## config.mk

```make
export PLATFORM = sky130hd
export DESIGN_NAME = sonar_echo_responder
export DESIGN_NICKNAME = d
export VERILOG_FILES = /design/src/rtl/sonar_pkg.sv /design/src/rtl/sonar_lfsr.sv /design/src/rtl/sonar_echo_responder.sv
export SDC_FILE = /design/constraint.sdc
export NUM_CORES = 1
export LEC_CHECK = 0
export BUFFER_PORTS_ARGS = -buffer_cell sky130_fd_sc_hd__buf_2
export CAP_MARGIN = 20
export CORE_MARGIN = 5
export CORE_UTILIZATION = 36
export CTS_CLUSTER_DIAMETER = 40
export CTS_CLUSTER_SIZE = 16
export DETAILED_ROUTE_END_ITERATION = 10
export PLACE_DENSITY = 0.52
export SLEW_MARGIN = 20
export SYNTH_ARGS = -nofsm -noshare
export SYNTH_HDL_FRONTEND = slang
export SYNTH_SLANG_ARGS = --single-unit
export TNS_END_PERCENT = 5
```

## constraint.sdc

```tcl
create_clock -name clk -period 2.3 [get_ports clk]
set_input_delay 0.69 -clock clk [delete_from_list [all_inputs] [get_ports clk]]
set_output_delay 0.69 -clock clk [all_outputs]
set_load 0.05 [all_outputs]
```

## src/rtl/sonar_pkg.sv

```systemverilog
// Shared types and default timing constants for the HC-SR04 echo responder
// and the distance-measurement block that talks to it.
package sonar_pkg;

  typedef enum logic [2:0] {
    SONAR_IDLE    = 3'd0,
    SONAR_TRIG_HI = 3'd1,
    SONAR_BURST   = 3'd2,
    SONAR_ECHO    = 3'd3,
    SONAR_HOLDOFF = 3'd4
  } sonar_state_e;

  localparam int unsigned SONAR_CYC_PER_CM = 5800;
  localparam int unsigned SONAR_TRIG_MIN   = 1000;
  localparam int unsigned SONAR_TIMEOUT    = 3800000;

endpackage

```

## src/rtl/sonar_lfsr.sv

```systemverilog
// 16-bit Fibonacci LFSR (taps 16,14,13,11) for echo-width jitter.
// Only present when SONAR_ECHO_JITTER_EN is defined.
`ifdef SONAR_ECHO_JITTER_EN
module sonar_lfsr (
  input  logic        clk,
  input  logic        rst,
  input  logic        en,
  input  logic [15:0] seed,
  output logic [15:0] state
);

  logic [15:0] state_q;
  logic [15:0] state_d;

  always_comb begin
    state_d = state_q;
    if (en) begin
      state_d = {state_q[14:0], state_q[15] ^ state_q[13] ^ state_q[12] ^ state_q[10]};
    end
  end

  always_ff @(posedge clk or posedge rst) begin
    if (rst) state_q <= seed;
    else     state_q <= state_d;
  end

  assign state = state_q;

endmodule
`endif

```

## src/rtl/sonar_echo_responder.sv

```systemverilog
// HC-SR04 emulator: answers a trigger pulse with an echo whose width encodes
// distance_cm. Define SONAR_ECHO_JITTER_EN to add LFSR jitter to in-range echoes.
module sonar_echo_responder
  import sonar_pkg::*;
#(
  parameter int unsigned TRIG_MIN_CYCLES = SONAR_TRIG_MIN,
  parameter int unsigned BURST_CYCLES    = 20000,
  parameter int unsigned CYC_PER_CM      = SONAR_CYC_PER_CM,
  parameter int unsigned MIN_CM          = 2,
  parameter int unsigned MAX_CM          = 400,
  parameter int unsigned TIMEOUT_CYCLES  = SONAR_TIMEOUT,
  parameter int unsigned HOLDOFF_CYCLES  = 6000000,
  parameter int unsigned CNT_W           = 23
) (
  input  logic       clk,
  input  logic       rst,
  input  logic       trig,
  input  logic [8:0] distance_cm,
  output logic       echo,
  output logic       busy,
  output logic       trig_err,
  output logic [7:0] meas_cnt
);

  // [0],[1] synchronizer stages, [2] delayed copy for edge detection
  logic [2:0]       trig_sh_q, trig_sh_d;
  sonar_state_e     state_q, state_d;
  logic [CNT_W-1:0] cnt_q, cnt_d;
  logic [CNT_W-1:0] width_q, width_d;
  logic [CNT_W-1:0] base_c, width_calc_c;
  logic             echo_q, echo_d;
  logic             busy_q, busy_d;
  logic             trig_err_q, trig_err_d;
  logic [7:0]       meas_cnt_q, meas_cnt_d;
  logic             in_range_c;
  logic             rise_c, fall_c, trig_ok_c, latch_c;
  logic             burst_done_c, echo_done_c, hold_done_c;

  assign trig_sh_d    = {trig_sh_q[1:0], trig};
  assign rise_c       = trig_sh_q[1] & ~trig_sh_q[2];
  assign fall_c       = ~trig_sh_q[1] & trig_sh_q[2];
  assign trig_ok_c    = cnt_q >= CNT_W'(TRIG_MIN_CYCLES);
  assign latch_c      = (state_q == SONAR_TRIG_HI) && fall_c && trig_ok_c;
  assign burst_done_c = cnt_q == CNT_W'(BURST_CYCLES);
  assign echo_done_c  = cnt_q == width_q;
  assign hold_done_c  = cnt_q == CNT_W'(HOLDOFF_CYCLES);

`ifdef SONAR_ECHO_JITTER_EN
  logic [15:0]    lfsr_state;
  logic [CNT_W:0] jit_c, jsum_c;

  sonar_lfsr u_lfsr (
    .clk   (clk),
    .rst   (rst),
    .en    (latch_c),
    .seed  (16'hACE1),
    .state (lfsr_state)
  );

  assign jit_c  = {{(CNT_W-3){lfsr_state[3]}}, lfsr_state[3:0]};
  assign jsum_c = {1'b0, base_c} + jit_c;
`endif

  // Echo width for the sampled distance: clamp low, time out high
  always_comb begin
    in_range_c = 1'b1;
    if (distance_cm < 9'(MIN_CM)) begin
      base_c = CNT_W'(MIN_CM) * CNT_W'(CYC_PER_CM);
    end else if (distance_cm > 9'(MAX_CM)) begin
      base_c     = CNT_W'(TIMEOUT_CYCLES);
      in_range_c = 1'b0;
    end else begin
      base_c = CNT_W'(distance_cm) * CNT_W'(CYC_PER_CM);
    end
    width_calc_c = base_c;
`ifdef SONAR_ECHO_JITTER_EN
    if (in_range_c) begin
      if (jsum_c[CNT_W] || (jsum_c == '0)) width_calc_c = CNT_W'(1);
      else                                 width_calc_c = jsum_c[CNT_W-1:0];
    end
`endif
  end

  always_ff @(posedge clk or posedge rst) begin
    if (rst) state_q <= SONAR_IDLE;
    else     state_q <= state_d;
  end

  always_comb begin
    state_d = state_q;
    case (state_q)
      SONAR_IDLE:    if (rise_c)       state_d = SONAR_TRIG_HI;
      SONAR_TRIG_HI: if (fall_c)       state_d = trig_ok_c ? SONAR_BURST : SONAR_IDLE;
      SONAR_BURST:   if (burst_done_c) state_d = SONAR_ECHO;
      SONAR_ECHO:    if (echo_done_c)  state_d = SONAR_HOLDOFF;
      SONAR_HOLDOFF: if (hold_done_c)  state_d = SONAR_IDLE;
      default:                         state_d = SONAR_IDLE;
    endcase
  end

  // Shared counter, width latch and registered outputs
  always_comb begin
    cnt_d      = cnt_q;
    width_d    = width_q;
    echo_d     = echo_q;
    trig_err_d = 1'b0;
    meas_cnt_d = meas_cnt_q;
    busy_d     = state_d != SONAR_IDLE;
    case (state_q)
      SONAR_IDLE: begin
        if (rise_c) cnt_d = CNT_W'(1);
      end
      SONAR_TRIG_HI: begin
        if (fall_c) begin
          if (trig_ok_c) begin
            width_d = width_calc_c;
            cnt_d   = '0;
          end else begin
            trig_err_d = 1'b1;
          end
        end else if (trig_sh_q[1] && (cnt_q != '1)) begin
          cnt_d = cnt_q + CNT_W'(1);
        end
      end
      SONAR_BURST: begin
        if (burst_done_c) begin
          echo_d = 1'b1;
          cnt_d  = CNT_W'(1);
        end else begin
          cnt_d = cnt_q + CNT_W'(1);
        end
      end
      SONAR_ECHO: begin
        if (echo_done_c) begin
          echo_d     = 1'b0;
          meas_cnt_d = meas_cnt_q + 8'd1;
          cnt_d      = CNT_W'(1);
        end else begin
          cnt_d = cnt_q + CNT_W'(1);
        end
      end
      SONAR_HOLDOFF: begin
        if (!hold_done_c) cnt_d = cnt_q + CNT_W'(1);
      end
      default: cnt_d = '0;
    endcase
  end

  always_ff @(posedge clk or posedge rst) begin
    if (rst) begin
      trig_sh_q  <= '0;
      cnt_q      <= '0;
      width_q    <= '0;
      echo_q     <= 1'b0;
      busy_q     <= 1'b0;
      trig_err_q <= 1'b0;
      meas_cnt_q <= '0;
    end else begin
      trig_sh_q  <= trig_sh_d;
      cnt_q      <= cnt_d;
      width_q    <= width_d;
      echo_q     <= echo_d;
      busy_q     <= busy_d;
      trig_err_q <= trig_err_d;
      meas_cnt_q <= meas_cnt_d;
    end
  end

  assign echo     = echo_q;
  assign busy     = busy_q;
  assign trig_err = trig_err_q;
  assign meas_cnt = meas_cnt_q;

endmodule

```

* Yosys cells after proc, flatten, opt, wreduce, memory -nomap -nowiden
Index checks and enable logic that the tools add are counted.
Word-level totals: memory bits (writable) 0, output and inout bits 11, latch bits 0, bits in read-only memories 0, word-level logic and storage cells 63, flip-flop bits (word level) 63, memories 0, input bits 12
Cells by class: shifts and indexed selects 0, multiplexer cells 23, equal/unequal tests 14, div/mod/pow operators 0, order comparisons 3, multiply operators 1, reduce and logical (&&, ||, !) cells 8, $add $sub $neg 2, bitwise gates (word level) 4
Operators with widths (number):
- 23-bit 2-to-1 mux | 7
- 23-bit one-hot mux with 5 select lines | 1
- 22-bit 2-to-1 mux | 2
- 23-bit by 1-bit adder with 23-bit output, second input constant | 1
- 23-bit by 15-bit == test with 1-bit output, second input constant | 1
- 23-bit == test | 1
- 23-bit == test, second input constant | 1
- 23-bit by 10-bit greater-or-equal comparator with 1-bit output, second input constant | 1
- 23-bit != test, second input constant | 1
- 9-bit by 10-bit multiplier with 19-bit output, second input constant | 1
- 3-bit 2-to-1 mux | 5
- 3-bit one-hot mux with 5 select lines | 1
- 9-bit greater-than comparator, second input constant | 1
- 9-bit by 2-bit less-than comparator with 1-bit output, second input constant | 1
- 8-bit by 1-bit adder with 8-bit output, second input constant | 1
- 2-bit != test, second input constant | 4
- 3-bit by 2-bit == test with 1-bit output, second input constant | 2
- 3-bit AND reduction | 2
- 1-bit 2-to-1 mux | 5
- 4-bit AND reduction | 1
- 3-bit by 1-bit == test with 1-bit output, second input constant | 1
- 3-bit == test, second input constant | 1
- 3-bit logical NOT | 1
- 3-bit by 2-bit != test with 1-bit output, second input constant | 1
- 9 further kinds | 11

* Depth between registers and ports, before layout
Gate-level depths: netlist of run 1.
depth after elaboration 5, mapped depth 17, mapped depth without buffers 17

* Worst setup path before layout of run 1
No wires, ideal clock.
path type input port to flip-flop, start input port distance_cm[3], end register width_q[17], stages 14, path buffers 0, data required time 2178 ps, library setup time 122 ps, setup slack -1949 ps, data arrival time 4128 ps, path through ha_1 -> inv_1 -> fa_1 -> inv_1 -> fa_1 -> inv_1 -> fa_1 -> inv_1 -> ha_1 -> or3_1 -> o21a_1 -> a21o_1 -> a211o_1 -> a32o_1
Between the ends: longest elaborated chain between the ends 3, elaborated cells between the ends (all ways) 5, classes of those cells mul (1); order compare (2); mux (2)
RTL lines:
- start: declaration | line sonar_echo_responder.sv:18 | input logic [8:0] distance_cm,
- 9-bit by 10-bit multiplier with 19-bit output / 9-bit greater-than comparator (equally long branches) | line sonar_echo_responder.sv:73, sonar_echo_responder.sv:69
- 22-bit 2-to-1 mux | line sonar_echo_responder.sv:69 | end else if (distance_cm > 9'(MAX_CM)) begin
- 22-bit 2-to-1 mux (*) | line sonar_echo_responder.sv:67 | if (distance_cm < 9'(MIN_CM)) begin
- end signal: assignment | line sonar_echo_responder.sv:161 | width_q <= width_d;
- end: declaration | line sonar_echo_responder.sv:29 | logic [CNT_W-1:0] width_q, width_d;
Mark *: on every way between the ends. The rest lies on a longest branch, timed or not. A chain may end at the register's enable or synchronous reset.

* Worst setup path in the final report of run 1
start input port distance_cm[5], end register width_q[17]
Same word-level chain as after synthesis.

==> impl_metrics.ini, run 1 <==
[route]
via_per_inst = 4.997
drt-total-wl_um = 13470
wl_per_cell_um = 15.12
vias = 4452
drtIter0Drc = 257
drc = 0
drtPass1Iterations = 5
antenna_left = 0

[worst_setup_path]
rrSetupSlack_ps = -190
path_max_fanout = 4
cp_cell_sequence = buf_8 > ha_4 > inv_2 > fa_1 > inv_1 > fa_1 > inv_1 > fa_1 > inv_2 > ha_4 > or3_4 > o21a_1 > a21o_1 > a211o_1 > a32o_1
reg2reg_depth = 8
slowest_stage = fa_1
crit_path_end_kind = flip-flop
path_class = in -> reg
rr_startpoint = cnt_q[3]$_DFFE_PP0P_
arrival_ps = 4080
critical_path.most_common_cell = fa_1
crit_path_start_kind = input port
r2r-end = cnt_q[8]$_DFFE_PP0P_
critPathRequiredTime_ps = 2520
critPathMaxStageDelay_ps = 490

[synth]
syn-num-nets = 660
yosys.area.top_type = dfrtp_1
syn_inst = 571
syn_area_per_cell_um2 = 8.848
ys_async_sr_fraction_pct = 100.0
synth_flop_cell = dfrtp_1
ys_warn_count = 0
synth_top_area_share_pct = 29.22
syn_area_um2 = 5052
synth-edff-count = 0
yosys.cell_types.count = 54
ys_ff_latch = 59
synthTopCellsByArea = dfrtp_1, ha_1, fa_1
synth-seq-area-share_pct = 29.22

[pwr]
switching_power_uw = 1816
clockPowerShare_pct = 25.2
p_sw_share_pct = 34.67
p_int_uw = 3423
leakagePower_uw = 0.003402
combPwrFrac_pct = 50.8
power_density_nw_per_um2 = 761.5
power_frac_seq_pct = 24.0
peakVddDrop_mv = 0.3557

[floorplan]
row_count = 43
start_util_pct = 36.54
die_y_um = 128.5
core_area_um2 = 13830
io-pin-count = 23
die-area_um2 = 16500
die_width_um = 128.5

[status]
failed_checks = setup timing
status = complete, but fails checks

[grt]
grtUsageMet1_pct = 23.09
grt_pass1_vias = 4761
grt_pass1_wl_um = 23120
grt_max_degree = 44
grtUsageMet3_pct = 2.491
gr-total-overflow = 0
use_met2_pct = 29.54
grt_usage_pct = 17.39
antenna_found_initial = 0
busiest_layer = met2

[cts]
clk_pin_slew_worst_paths_ps = 50
clockRootBuffer = clkbuf_16
cts.hold.buffers_added = 0
cts_buffer_depth = 2
cts_tree = built
htreeDepth = 3
cts.sinks = 59
cts_made_buffers = 9
clk_latency_ps = 330

[sta]
skew_ps = 5.415
setup_ws_ps = -1565
worst-slew-pin-transition_ps = 543.9
slew_headroom_pct = 63.62
rsz0062_at_grt = true
timing.final.crit_period_ps = 3865
max_freq_mhz = 258.7
hold_ws_ps = 333.6
finalCritPeriodShare_pct = 168.1
finalHoldViolations = 0
slew_viol_final = 0
setup_viol = 36

[layout]
fill_cells = 1284
fin_cells = 891
area_growth_pct = 36.18
final_nets = 795
antenna_cells = 0
layout-drive-gt1-share_pct = 31.36

[run]
maxCapViolCount = 0

[min_path]
hp-class = in -> async

[placement]
io_buffer_count = 22
pre_cts_slack_ps = -2006
place.gp.congestion = 0.8903
placed_cells = 870
dpl.hpwl_um = 10600
## cells in the mapped netlist (2+ instances only)
master     number
a32o_1          2
buf_6           2
a211o_1         2
buf_2           9
o21bai_1        3
xor2_1         19
o21ai_0        22
nor4_1          8
and2_1          2
and3_1         15
clkbuf_1        9
o31a_1          2
a21oi_1        20
fa_1           23
o2bb2ai_1       4
inv_1          83
nand4_1         7
o21a_1          6
or2_2           2
nand3_1        27
nand2b_1       11
or4_1           4
nor3b_1         2
nand2_1        35
nor4b_1         2
nor2_1         32
and4_1          3
xnor2_1        14
or3_1           5
a21o_1         12
o21ai_1         6
mux2i_1         2
a31oi_1         5
o22a_1          2
nand4b_1        2
a211oi_1        7
ha_1           54
a22o_1          9
dfrtp_1        59
nor3_1         19
nor2b_1         6
## worst max-delay path, delay by kind of cell
family | cells | cell delay (ps)
AOI/OAI and AO/OA | 4 | 870
adders and majority gates | 5 | 1840
buffers and inverters | 5 | 290
and+or+nand+nor | 1 | 380
## flip-flops by register name, summed over array words and instances (netlist names)
register and cells:
trig_sh_q 3, meas_cnt 8, cnt_q 23, state_q 3
width_q 19, echo 1, busy 1, trig_err 1
## placed cells by master, fill, tap and decap left out, drive strengths merged, types with 12 or more instances in the layout
master and instances:
fa 23, nor2 33, xnor2 14, nor3 19
nand3 27, buf 146, inv 83, dfrtp 59
a21oi 20, and3 15, ha 54, o21ai 29
nand2 35, a21o 12, xor2 19
## area by class of cell
type,count,area (um2),share of cell area (%)
clock inverter,5,52.55,0.7638
sequential,59,1479,21.49
tap,180,225.2,3.273
clock buffer,11,242.7,3.528
timing repair buffer,146,1111,16.15
multi-input combinational,407,3453,50.19
inverter,83,316.6,4.601
## cells by family (layout without fill, tap and decap cells)
group / after synthesis / in the layout / share of synthesized area [%]
buf+inv: 105 / 245 / 8.345
simple gates: 185 / 185 / 19.04
xor+xnor: 33 / 33 / 5.721
compound gates: 109 / 109 / 14.56
mux: 3 / 3 / 0.6191
flops: 59 / 59 / 29.22
fa+ha+maj: 77 / 77 / 22.49
## worst max path at each step
stage / startpoint / endpoint / slack [ps] / cells after the start
6_report: distance_cm[5] / width_q[17]$_DFFE_PP0P_ / -1570 / 15
5_1_grt: distance_cm[5] / width_q[17]$_DFFE_PP0P_ / -1690 / 15
4_1_cts: distance_cm[3] / width_q[17]$_DFFE_PP0P_ / -1550 / 15
3_5_place_dp: distance_cm[5] / width_q[20]$_DFFE_PP0P_ / -2010 / 17
3_3_place_gp: distance_cm[5] / width_q[20]$_DFFE_PP0P_ / -1960 / 17
2_1_floorplan: distance_cm[3] / width_q[17]$_DFFE_PP0P_ / -1720 / 14
## per-layer routing
metal / part of all wire (%) / wire, um
met1: 47 / 6269
met2: 48 / 6528
met3: 3.6 / 480
met4: 1.4 / 190
met5: 0 / 0
## power groups by stage
stage | clock, uW | combinational [uW] | sequential [uW]
after floorplan | 0 | 1460 | 1250
after detailed placement | 0 | 2250 | 1270
after global routing | 1400 | 3000 | 1270
after global placement | 0 | 2210 | 1270
after CTS | 1360 | 2620 | 1260
final | 1320 | 2660 | 1260
## repair_timing
| action | CTS | global route |
|---|---|---|
| setup buffers | 5 | 0 |
| endpoints found under the setup margin | 41 | 47 |
| pin swaps | 35 | 9 |
| gates resized for setup | 61 | 17 |
## per-stage QoR
| step | cell area [um2] | power, uW | TNS [ps] | utilization [%] |
|---|---|---|---|---|
| after floorplan | 5082 | 2708 | -19600 | - |
| after global placement | 6218 | 3489 | -28300 | 44.97 |
| after detailed placement | 6218 | 3522 | -28580 | 44.97 |
| after CTS | 6814 | 5238 | -19280 | 49.28 |
| after global routing | 6880 | 5672 | -23300 | 49.76 |
| final | 6880 | 5240 | -19270 | 49.76 |
(Power assumes the default switching activity.)
==> run 2, diff against run 1 <==
==> constraint.sdc (replaced) <==
create_clock -name clk -period 2.3 [get_ports clk]
set_input_delay 0.345 -clock clk [delete_from_list [all_inputs] [get_ports clk]]
set_output_delay 0.345 -clock clk [all_outputs]
set_load 0.05 [all_outputs]
==> run 2 against run 1 <==
The run still ends with setup timing left. Sequential cell count is the same. Critical path depth is the same. First-iteration DRC count grew 32%. Setup slack gained 330 ps. Clock-buffer cell count shrank 1. Global-route usage grew 0.31 points. Via count grew 1.1%. Critical endpoint unchanged. Highest routed layer unchanged.
==> impl_metrics.ini, run 2 (synthesized netlist as in run 1, its figures left out) <==
[grt]
grt_usage_pct = 17.70
grt_max_degree = 33
gr-total-overflow = 0
grt_pass1_wl_um = 23380
antenna_found_initial = 0
grt_pass1_vias = 4776

[layout]
antenna_cells = 0
largest_register_ffs = 23
final_common_cell = buf_4
layout-drive-gt1-share_pct = 31.31
fin_util_pct = 50.08
fin_cells = 889
mostFrequentLayoutCells = buf_4, inv_1, dfrtp_1
final_nets = 793
regMostFlops = cnt_q
area_growth_pct = 37.05

[worst_setup_path]
crit_start = distance_cm[5]
critPathRequiredTime_ps = 2520
path_class = in -> reg
rr_startpoint = cnt_q[4]$_DFFE_PP0P_
r2r-end = cnt_q[22]$_DFFE_PP0P_
arrival_ps = 3750
reg2reg_depth = 8
path_max_fanout = 4
crit_path_end_kind = flip-flop
worstSetupEndpoint = width_q[17]$_DFFE_PP0P_
rrSetupSlack_ps = -170
crit_path_start_kind = input port

[placement]
io_buffer_count = 22
placed_cells = 870
dpl.hpwl_um = 10770
place.gp.congestion = 0.8843

[pwr]
peakVddDrop_mv = 0.3356
power_frac_seq_pct = 23.5
total_power_uw = 5357
combPwrFrac_pct = 49.1
switching_power_uw = 1851
leakagePower_uw = 0.003451
clockPowerShare_pct = 27.4
p_int_uw = 3506
power_density_nw_per_um2 = 773.7
p_sw_share_pct = 34.56

[route]
met3_length_um = 527
via_per_inst = 5.064
met1_length_um = 6273
drtPass1Iterations = 5
drtIter0Drc = 340
drt-total-wl_um = 13700
wl_met2_um = 6711
drc = 0
antenna_left = 0
top_layer_used = met4
wl_per_cell_um = 15.41
vias = 4502

[sta]
finalHoldViolations = 0
skew_ps = 5.975
max_freq_mhz = 282.9
slew_headroom_pct = 58.02
setup_viol = 33
worst-slew-pin-transition_ps = 628.8
setup_ws_ps = -1234
rsz0062_at_grt = true
hold_ws_ps = 91.80
slew_viol_final = 0
timing.final.crit_period_ps = 3534
finalCritPeriodShare_pct = 153.7

[floorplan]
start_util_pct = 36.54
die-area_um2 = 16500
core_area_um2 = 13830
die_width_um = 128.5
row_count = 43
io-pin-count = 23
die_y_um = 128.5

[status]
failed_checks = setup timing
status = complete, but fails checks

[cts]
cts_buffer_depth = 2
clk_latency_ps = 330
cts_tree = built
htreeDepth = 3
cts_made_buffers = 9
clockRootBuffer = clkbuf_16
cts.sinks = 59
clk_pin_slew_worst_paths_ps = 50

[run]
maxCapViolCount = 0

[min_path]
hp-class = in -> async
==> run 2: changes by cell type in the layout (fill, tap and decap cells not counted), sizes merged <==
cell      delta
bufinv       +1
buf          -3
clkinvlp     +1
clkinv       -1
==> run 2: final cells by class <==
type,count,area (um2)
flip-flops and latches,59,1478
multi-input cells,407,3476
clock buffers,10,239.0
clock inverters,6,88.84
repair buffers,144,1101
fillers,1285,6903
inverters,83,316.6
well taps,180,225.2
==> run 2: worst min path at each step <==
stage,start,to,slack (ps)
finish,rst,meas_cnt[7]$_DFFE_PP0P_,90
floorplan,trig_sh_q[0]$_DFF_PP0_,trig_sh_q[1]$_DFF_PP0_,330
CTS,trig,trig_sh_q[0]$_DFF_PP0_,110
global route,trig,trig_sh_q[0]$_DFF_PP0_,120
global placement,trig_sh_q[0]$_DFF_PP0_,trig_sh_q[1]$_DFF_PP0_,350
detailed placement,trig_sh_q[0]$_DFF_PP0_,trig_sh_q[1]$_DFF_PP0_,340
==> run 2: power groups by stage <==
stage / combinational (uW) / sequential [uW] / clock [uW]
floorplan: 1460 / 1250 / 0
global placement: 2210 / 1270 / 0
detailed placement: 2240 / 1270 / 0
CTS: 2480 / 1260 / 1490
global route: 2960 / 1270 / 1540
finish: 2630 / 1260 / 1470
==> run 2: critical path: stages <==
cell and delay [ps]:
buf_8 100, ha_4 270, inv_2 30, fa_1 480, inv_1 50, fa_1 490
inv_2 40, fa_1 510, inv_2 40, ha_4 150, or3_4 380, o21a_1 230
a21o_1 160, a211o_1 250, a32o_1 210
==> run 2: metrics by stage <==
stage                     instance area, um2  setup slack, ps  setup TNS, ps
final                                   6924            -1234         -13080
after global placement                  6218            -1604         -22660
after global routing                    6924            -1344         -16990
after detailed placement                6218            -1707         -24810
after CTS                               6771            -1242         -13730
after floorplan                         5082            -1376         -15100
==> run 2: what timing repair did <==
| item | in CTS | in global routing |
|---|---|---|
| buffers inserted | 3 | 0 |
| hold endpoints to repair | 0 | 0 |
| gates resized for setup | 46 | 35 |
| hold buffers | 0 | 0 |
| pin swaps | 32 | 22 |
| setup endpoints to repair | 42 | 43 |
==> run 2: layer usage <==
| layer | vias to the layer above | GRT usage (%) |
|---|---|---|
| met2 | 89 | 30.19 |
| met3 | 20 | 3.445 |
| met4 | 0 | 4.557 |
| met1 | 2169 | 23.08 |
| li1 | 2224 | - |
| met5 | - | 0 |
